`src/rtl/cgia_bus_arbiter.sv`:
```
// Two-master Wishbone arbiter for the CGIA memory port: the video fetcher (V) has
// strict priority and is never preempted; the CPU master (C) yields at an ack boundary.
module cgia_bus_arbiter #(
  parameter int unsigned AW = 23,
  parameter int unsigned DW = 16,
  parameter int unsigned SW = 2
) (
  input  logic          clk_i,
  input  logic          reset_ni,
  // video fetcher
  input  logic          v_cyc_i,
  input  logic          v_stb_i,
  input  logic          v_we_i,
  input  logic [AW-1:0] v_adr_i,
  input  logic [DW-1:0] v_dat_i,
  input  logic [SW-1:0] v_sel_i,
  output logic          v_ack_o,
  output logic [DW-1:0] v_dat_o,
  // CPU-side master
  input  logic          c_cyc_i,
  input  logic          c_stb_i,
  input  logic          c_we_i,
  input  logic [AW-1:0] c_adr_i,
  input  logic [DW-1:0] c_dat_i,
  input  logic [SW-1:0] c_sel_i,
  output logic          c_ack_o,
  output logic [DW-1:0] c_dat_o,
  // memory slave
  output logic          m_cyc_o,
  output logic          m_stb_o,
  output logic          m_we_o,
  output logic [AW-1:0] m_adr_o,
  output logic [DW-1:0] m_dat_o,
  output logic [SW-1:0] m_sel_o,
  input  logic          m_ack_i,
  input  logic [DW-1:0] m_dat_i,
  // preemption statistics
  output logic [7:0]    preempt_o,
  input  logic          preempt_clr_i
);

  localparam int unsigned CW = 8;

  typedef enum logic [1:0] {
    S_IDLE = 2'd0,
    S_VID  = 2'd1,
    S_CPU  = 2'd2,
    S_TURN = 2'd3
  } state_e;

  state_e        state_q, state_d;
  logic [CW-1:0] preempt_q, preempt_d;
  logic          preempt_ev;

  // Grant and preemption counter registers
  always_ff @(posedge clk_i or negedge reset_ni) begin
    if (!reset_ni) begin
      state_q   <= S_IDLE;
      preempt_q <= '0;
    end else begin
      state_q   <= state_d;
      preempt_q <= preempt_d;
    end
  end

  // Next grant; C only yields on the cycle its transfer is acked
  always_comb begin
    state_d    = state_q;
    preempt_ev = 1'b0;
    case (state_q)
      S_IDLE: begin
        if (v_cyc_i)      state_d = S_VID;
        else if (c_cyc_i) state_d = S_CPU;
      end
      S_VID: begin
        if (!v_cyc_i) state_d = S_TURN;
      end
      S_CPU: begin
        if (!c_cyc_i) begin
          state_d = S_TURN;
        end else if (m_ack_i && v_cyc_i) begin
          state_d    = S_TURN;
          preempt_ev = 1'b1;
        end
      end
      S_TURN:  state_d = S_IDLE;
      default: state_d = S_IDLE;
    endcase
  end

  // Saturating counter; a clear wins over a same-cycle preemption
  always_comb begin
    preempt_d = preempt_q;
    if (preempt_clr_i) begin
      preempt_d = '0;
    end else if (preempt_ev && (preempt_q != {CW{1'b1}})) begin
      preempt_d = preempt_q + CW'(1);
    end
  end

  // Memory-side mux and ack routing follow the registered grant
  always_comb begin
    m_cyc_o = 1'b0;
    m_stb_o = 1'b0;
    m_we_o  = 1'b0;
    m_adr_o = '0;
    m_dat_o = '0;
    m_sel_o = '0;
    v_ack_o = 1'b0;
    c_ack_o = 1'b0;
    case (state_q)
      S_VID: begin
        m_cyc_o = v_cyc_i;
        m_stb_o = v_cyc_i & v_stb_i;
        if (v_cyc_i) begin
          m_we_o  = v_we_i;
          m_adr_o = v_adr_i;
          m_dat_o = v_dat_i;
          m_sel_o = v_sel_i;
        end
        v_ack_o = m_ack_i & v_stb_i;
      end
      S_CPU: begin
        m_cyc_o = c_cyc_i;
        m_stb_o = c_cyc_i & c_stb_i;
        if (c_cyc_i) begin
          m_we_o  = c_we_i;
          m_adr_o = c_adr_i;
          m_dat_o = c_dat_i;
          m_sel_o = c_sel_i;
        end
        c_ack_o = m_ack_i & c_stb_i;
      end
      default: ;
    endcase
  end

  assign v_dat_o   = m_dat_i;
  assign c_dat_o   = m_dat_i;
  assign preempt_o = preempt_q;

endmodule

```
`config.mk`:
```
export PLATFORM = sky130hd
export DESIGN_NAME = cgia_bus_arbiter
export DESIGN_NICKNAME = d
export VERILOG_FILES = /design/src/rtl/cgia_bus_arbiter.sv
export SDC_FILE = /design/constraint.sdc
export NUM_CORES = 1
export LEC_CHECK = 0
export BUFFER_PORTS_ARGS = -buffer_cell sky130_fd_sc_hd__clkbuf_2
export CORE_MARGIN = 4
export CORE_UTILIZATION = 33
export CTS_CLUSTER_SIZE = 28
export DETAILED_ROUTE_END_ITERATION = 16
export PLACE_DENSITY = 0.82
export SLEW_MARGIN = 20
export SYNTH_ARGS = -nofsm -noshare
export SYNTH_HDL_FRONTEND = slang
export SYNTH_SLANG_ARGS = --single-unit
```
`constraint.sdc`:
```
create_clock -name clk_i -period 2.4 [get_ports clk_i]
set_input_delay 0.48 -clock clk_i [delete_from_list [all_inputs] [get_ports clk_i]]
set_output_delay 0.48 -clock clk_i [all_outputs]
set_load 0.02 [all_outputs]
```
# Word-level counts from Yosys, hierarchy flattened
# Cells that the tools add are included.
# totals
out_inout_bits,86
memories,0
mem_bits_ro,0
elab_cells,46
regBits,10
latchBits,0
ram_bits,0
inputBits,108
# op_classes
n_addsub,1
div_mod_pow,0
muxes,27
reduce_logical,5
n_eq_ne,7
magnitude_cmp,0
bitwise_logic,4
mul,0
n_shift,0
# op_table
op,count
23-bit two-way mux,2
23-bit one-hot mux with 2 select lines,1
16-bit two-way mux,2
16-bit one-hot mux with 2 select lines,1
8-bit two-way mux,2
2-bit two-way mux,7
8-bit by 1-bit adder with 8-bit output (second input constant),1
8-bit != test (second input constant),1
2-bit one-hot mux with 4 select lines,1
1-bit two-way mux,7
3-bit != test (second input constant),2
1-bit one-hot mux with 2 select lines,3
1-bit bitwise AND,4
2-bit == test (second input constant),2
2-bit one-hot mux with 2 select lines,1
3-bit AND reduction,1
2-bit by 1-bit == test with 1-bit output (second input constant),1
1-bit logical AND,2
2-bit zero test,1
2-bit != test (second input constant),1
2-bit nonzero test,1

# Longest topological paths before layout
# logic_depth
ltp_word,7
mapped_depth,7
mapped_depth_nobuf,6

# Worst setup path before layout
# OpenSTA, ideal clock, no wires.
# synth_path
path_type,reg2out
from,reg state_q[1]
to,out m_adr_o[0]
required_time_ns,1.920
setup_slack_ns,0.268
path_buffers,2
path_stages_with_launch,8
arrival_time_ns,1.652
cell_sequence,dfrtp_1 -> inv_1 -> ha_1 -> and2_2 -> clkbuf_1 -> clkbuf_1 -> a22oi_1 -> nor2b_1
# synth_between
elab_chain_cells,2
elab_cells_between_ends,3
classes_between,eq/ne: 2; mux: 1
# synth_rtl
item,line_no,text
start: declaration,51,"state_e state_q, state_d;"
start signal: assignment,61,state_q <= state_d;
2-bit == test or 2-bit by 1-bit == test with 1-bit output (tied branches),111,case (state_q)
23-bit one-hot mux with 2 select lines (*),111,
end: declaration,32,"output logic [AW-1:0] m_adr_o,"
# Every way passes the cells marked *; elsewhere a longest branch is shown, timed or not.

# Final worst setup path
# layout_path
from,reg state_q[0]
to,out m_dat_o[7]
# layout_between
elab_chain_cells,2
elab_cells_between_ends,3
classes_between,eq/ne: 2; mux: 1
# layout_rtl
item,line_no,text
2-bit == test or 2-bit by 1-bit == test with 1-bit output (tied branches),111,
16-bit one-hot mux with 2 select lines (*),111,
end: declaration,33,"output logic [DW-1:0] m_dat_o,"
# Marked as above.

==> impl_metrics.ini <==
[yosys]
synth_cell_type_count = 34
ys_ff_latch = 10
synth_compound_area_share_pct = 26.3
yosys_warnings = 0
syn_avg_cell_area_um2 = 7.80
synth_area_mm2 = 0.00158
synthSimpleGateAreaFrac_pct = 27.2
synthCells = 202
seq_area_frac_synth_pct = 15.9
yosys.area_share.xor_xnor_pct = 2.22
synthAdderAreaFrac_pct = 5.56
synthMuxAreaShare_pct = 2.07
synth_top_family_by_area = simple AND/OR/NAND/NOR gates
syn_nets = 317

[route]
dr_wl_met2_um = 2960
ant_nets = 0
drt-met1-wl_um = 2080
routed_via_density = 5.14
routed-wl-met3_um = 517
via_count = 1852
firstDrtPassIters = 4
drt-total-wl_um = 5600
drt_iter0_markers = 57
drc = 0
dr.max_layer_used = met4
post_drt_wl_per_cell_um = 15.6

[die]
core_area_mm2 = 0.00447
start_util_pct = 35.2
die_width_um = 77.1
io_pins = 194
fp.dieH_um = 77.1
die_area_mm2 = 0.00594
fp-row-count = 24

[worst_setup_path]
crit_path_top_delay_cell = dfrtp_1
end_kind = output port
critPathKind = flop to output port
arrival_ns = 1.78
crit_required_ns = 1.92
slowest_delay_ns = 0.40
path_cells = inv_1 > ha_1 > and2_1 > buf_4 > a22oi_1 > nor2b_1 > clkbuf_2
startpoint_type = flop
cp_max_fo = 14

[clock_tree]
numCtsBuffers = 3
numClockSinks = 10
path_clk_slew_ns = 0.05
hold_buffers = 0
cts_tree = built
cts-root-buf = clkbuf_8
worstSkewPairLatency_ns = 0.23
htreeDepth = 1
clockBufferDepth = 2

[timing]
rsz0062_at_grt = no
relSlewSlack_pct = 59.0
timing.hold.ws_ns = 0.101
tightest_slew_ns = 0.599
finalClockSkew_ns = 0.00370
setup_viol = 0
final_max_slew_viol_count = 0
report.final.hold_viol_count = 0
tns_ns = 0
fmax_mhz = 442
min_period_over_period_pct = 94.2
fin_crit_ns = 2.26

[run]
drv_cap = 0

[final_layout]
fillers = 458
antennaDiodeCount = 0
drive_above_1_share_pct = 52.6
nNetsFinal = 424
stdcell_area_mm2 = 0.00219
ff_latch_area_um2 = 250
fin_cells = 360
syn2layout_area_growth_pct = 38.9
multi_input_area_um2 = 998

[placement]
place_congestion = 0.792
io_buffers = 145
dp_cells = 355
place_area_mm2 = 0.00210
place_hpwl_um = 4510

[grt]
grt_max_degree = 46
antenna_found_initial = 0
grt_pass1_wl_um = 8450
overflow = 0
track_usage_pct = 16.7
grt_pass1_vias = 1770

[pwr]
p_total_mw = 1.94
peakVddDrop_mv = 0.811
p_per_area_mw_per_mm2 = 884
p_leak_nw = 1.11

[run_status]
outcome = finished, final reports clean

[hold_path]
hp-class = input port to asynchronous set/reset pin
## cells by family after synthesis
logic type                 count (synthesis)
muxes                                      3
adders and majority gates                  7
AOI/OAI and AO/OA                         56
and+or+nand+nor                           69
DFF                                       10
xor gates and xnor gates                   4
buffers and inverters                     53
## worst paths after layout
check                                               from                       end  slack, ns  cells after the start
worst max-delay path              state_q[0]$_DFFE_PN0P_                m_dat_o[7]       0.14                      7
worst min-delay path                            reset_ni  preempt_o[2]$_DFFE_PN0P_       0.10                      1
worst max register to register    state_q[0]$_DFFE_PN0P_  preempt_o[5]$_DFFE_PN0P_       0.47                      6
worst min register to register  preempt_o[6]$_DFFE_PN0P_  preempt_o[6]$_DFFE_PN0P_       0.58                      2
max in group asynchronous                       reset_ni  preempt_o[3]$_DFFE_PN0P_       2.10                      1
min in group clk_i                         preempt_clr_i  preempt_o[2]$_DFFE_PN0P_       0.52                      2
## metal layers
layer	vias to the layer above	GRT usage, %
met5	-	0
met1	824	18.5
met3	8	4.10
met4	0	3.91
li1	896	-
met2	124	31.6
## area by class of cell
cell class,count,area share (%)
multi-input cells,139,45.6
repair buffers,150,36.6
flip-flops and latches,10,11.4
well taps,52,2.97
clock buffers,4,2.52
inverters,5,0.858
## cells in the mapped netlist
master	number	area (um^2)
a2111oi_0	1	8.76
a211oi_1	1	7.51
a21o_4	1	15.0
a21oi_1	5	25.0
a221oi_1	1	8.76
a22oi_1	42	315
a32oi_1	1	8.76
and2_1	1	6.26
and2_2	1	7.51
and3_1	3	18.8
and4_4	1	11.3
buf_1	1	3.75
buf_2	1	5.00
buf_4	32	240
buf_6	1	11.3
clkbuf_1	13	48.8
dfrtp_1	10	250
ha_1	7	87.6
inv_1	5	18.8
mux2_2	2	22.5
mux2i_1	1	10.0
nand2_1	6	22.5
nand3_1	2	10.0
nand4_4	1	21.3
nor2_1	6	22.5
nor2b_1	44	275
nor4b_1	1	8.76
o21ai_0	2	10.0
o31ai_1	2	15.0
or3_2	1	7.51
or4_1	1	7.51
or4_2	1	8.76
xnor2_1	3	26.3
xor2_1	1	8.76
## critical path: cells and delay by family (launching register included)
family,cells,cell delay [ns]
AOI/OAI and AO/OA,1,0.22
buffers and inverters,3,0.47
DFF,1,0.40
adders and majority gates,1,0.20
and+or+nand+nor,2,0.25
## state kept, by name, indices dropped and copies added, names as in the netlist
| signal | flops |
|---|---|
| state_q | 2 |
| preempt_o | 8 |
## timing repair
action	CTS	global route
buffers inserted	0	0
endpoints found under the hold margin	0	0
endpoints found under the setup margin	0	25
gates resized for setup	0	3
## cell usage in the layout, fill, tap and decap left out, types with 3 or more instances in the layout
| cell | n |
|---|---|
| clkbuf_2 | 145 |
| nor2b_1 | 44 |
| a22oi_1 | 42 |
| dfrtp_1 | 10 |
| ha_1 | 7 |
| nor2_1 | 6 |
| nand2_1 | 6 |
| inv_1 | 5 |
| a21oi_1 | 5 |
| clkbuf_8 | 4 |
| and3_1 | 3 |
| xnor2_1 | 3 |
## power breakdown
part / internal [mW] / switching, mW
Sequential: 0.190 / 0.0221
Combinational: 0.668 / 0.851
Clock: 0.144 / 0.0605
Total: 1.00 / 0.934
## through the flow
stage	worst slack, ns	util, %
global route	0.00704	48.9
CTS	0.0608	48.2
finish	0.138	48.9
floorplan	0.268	-
global placement	0.364	46.9
detailed placement	0.310	46.9
(Power assumes the default switching activity.)
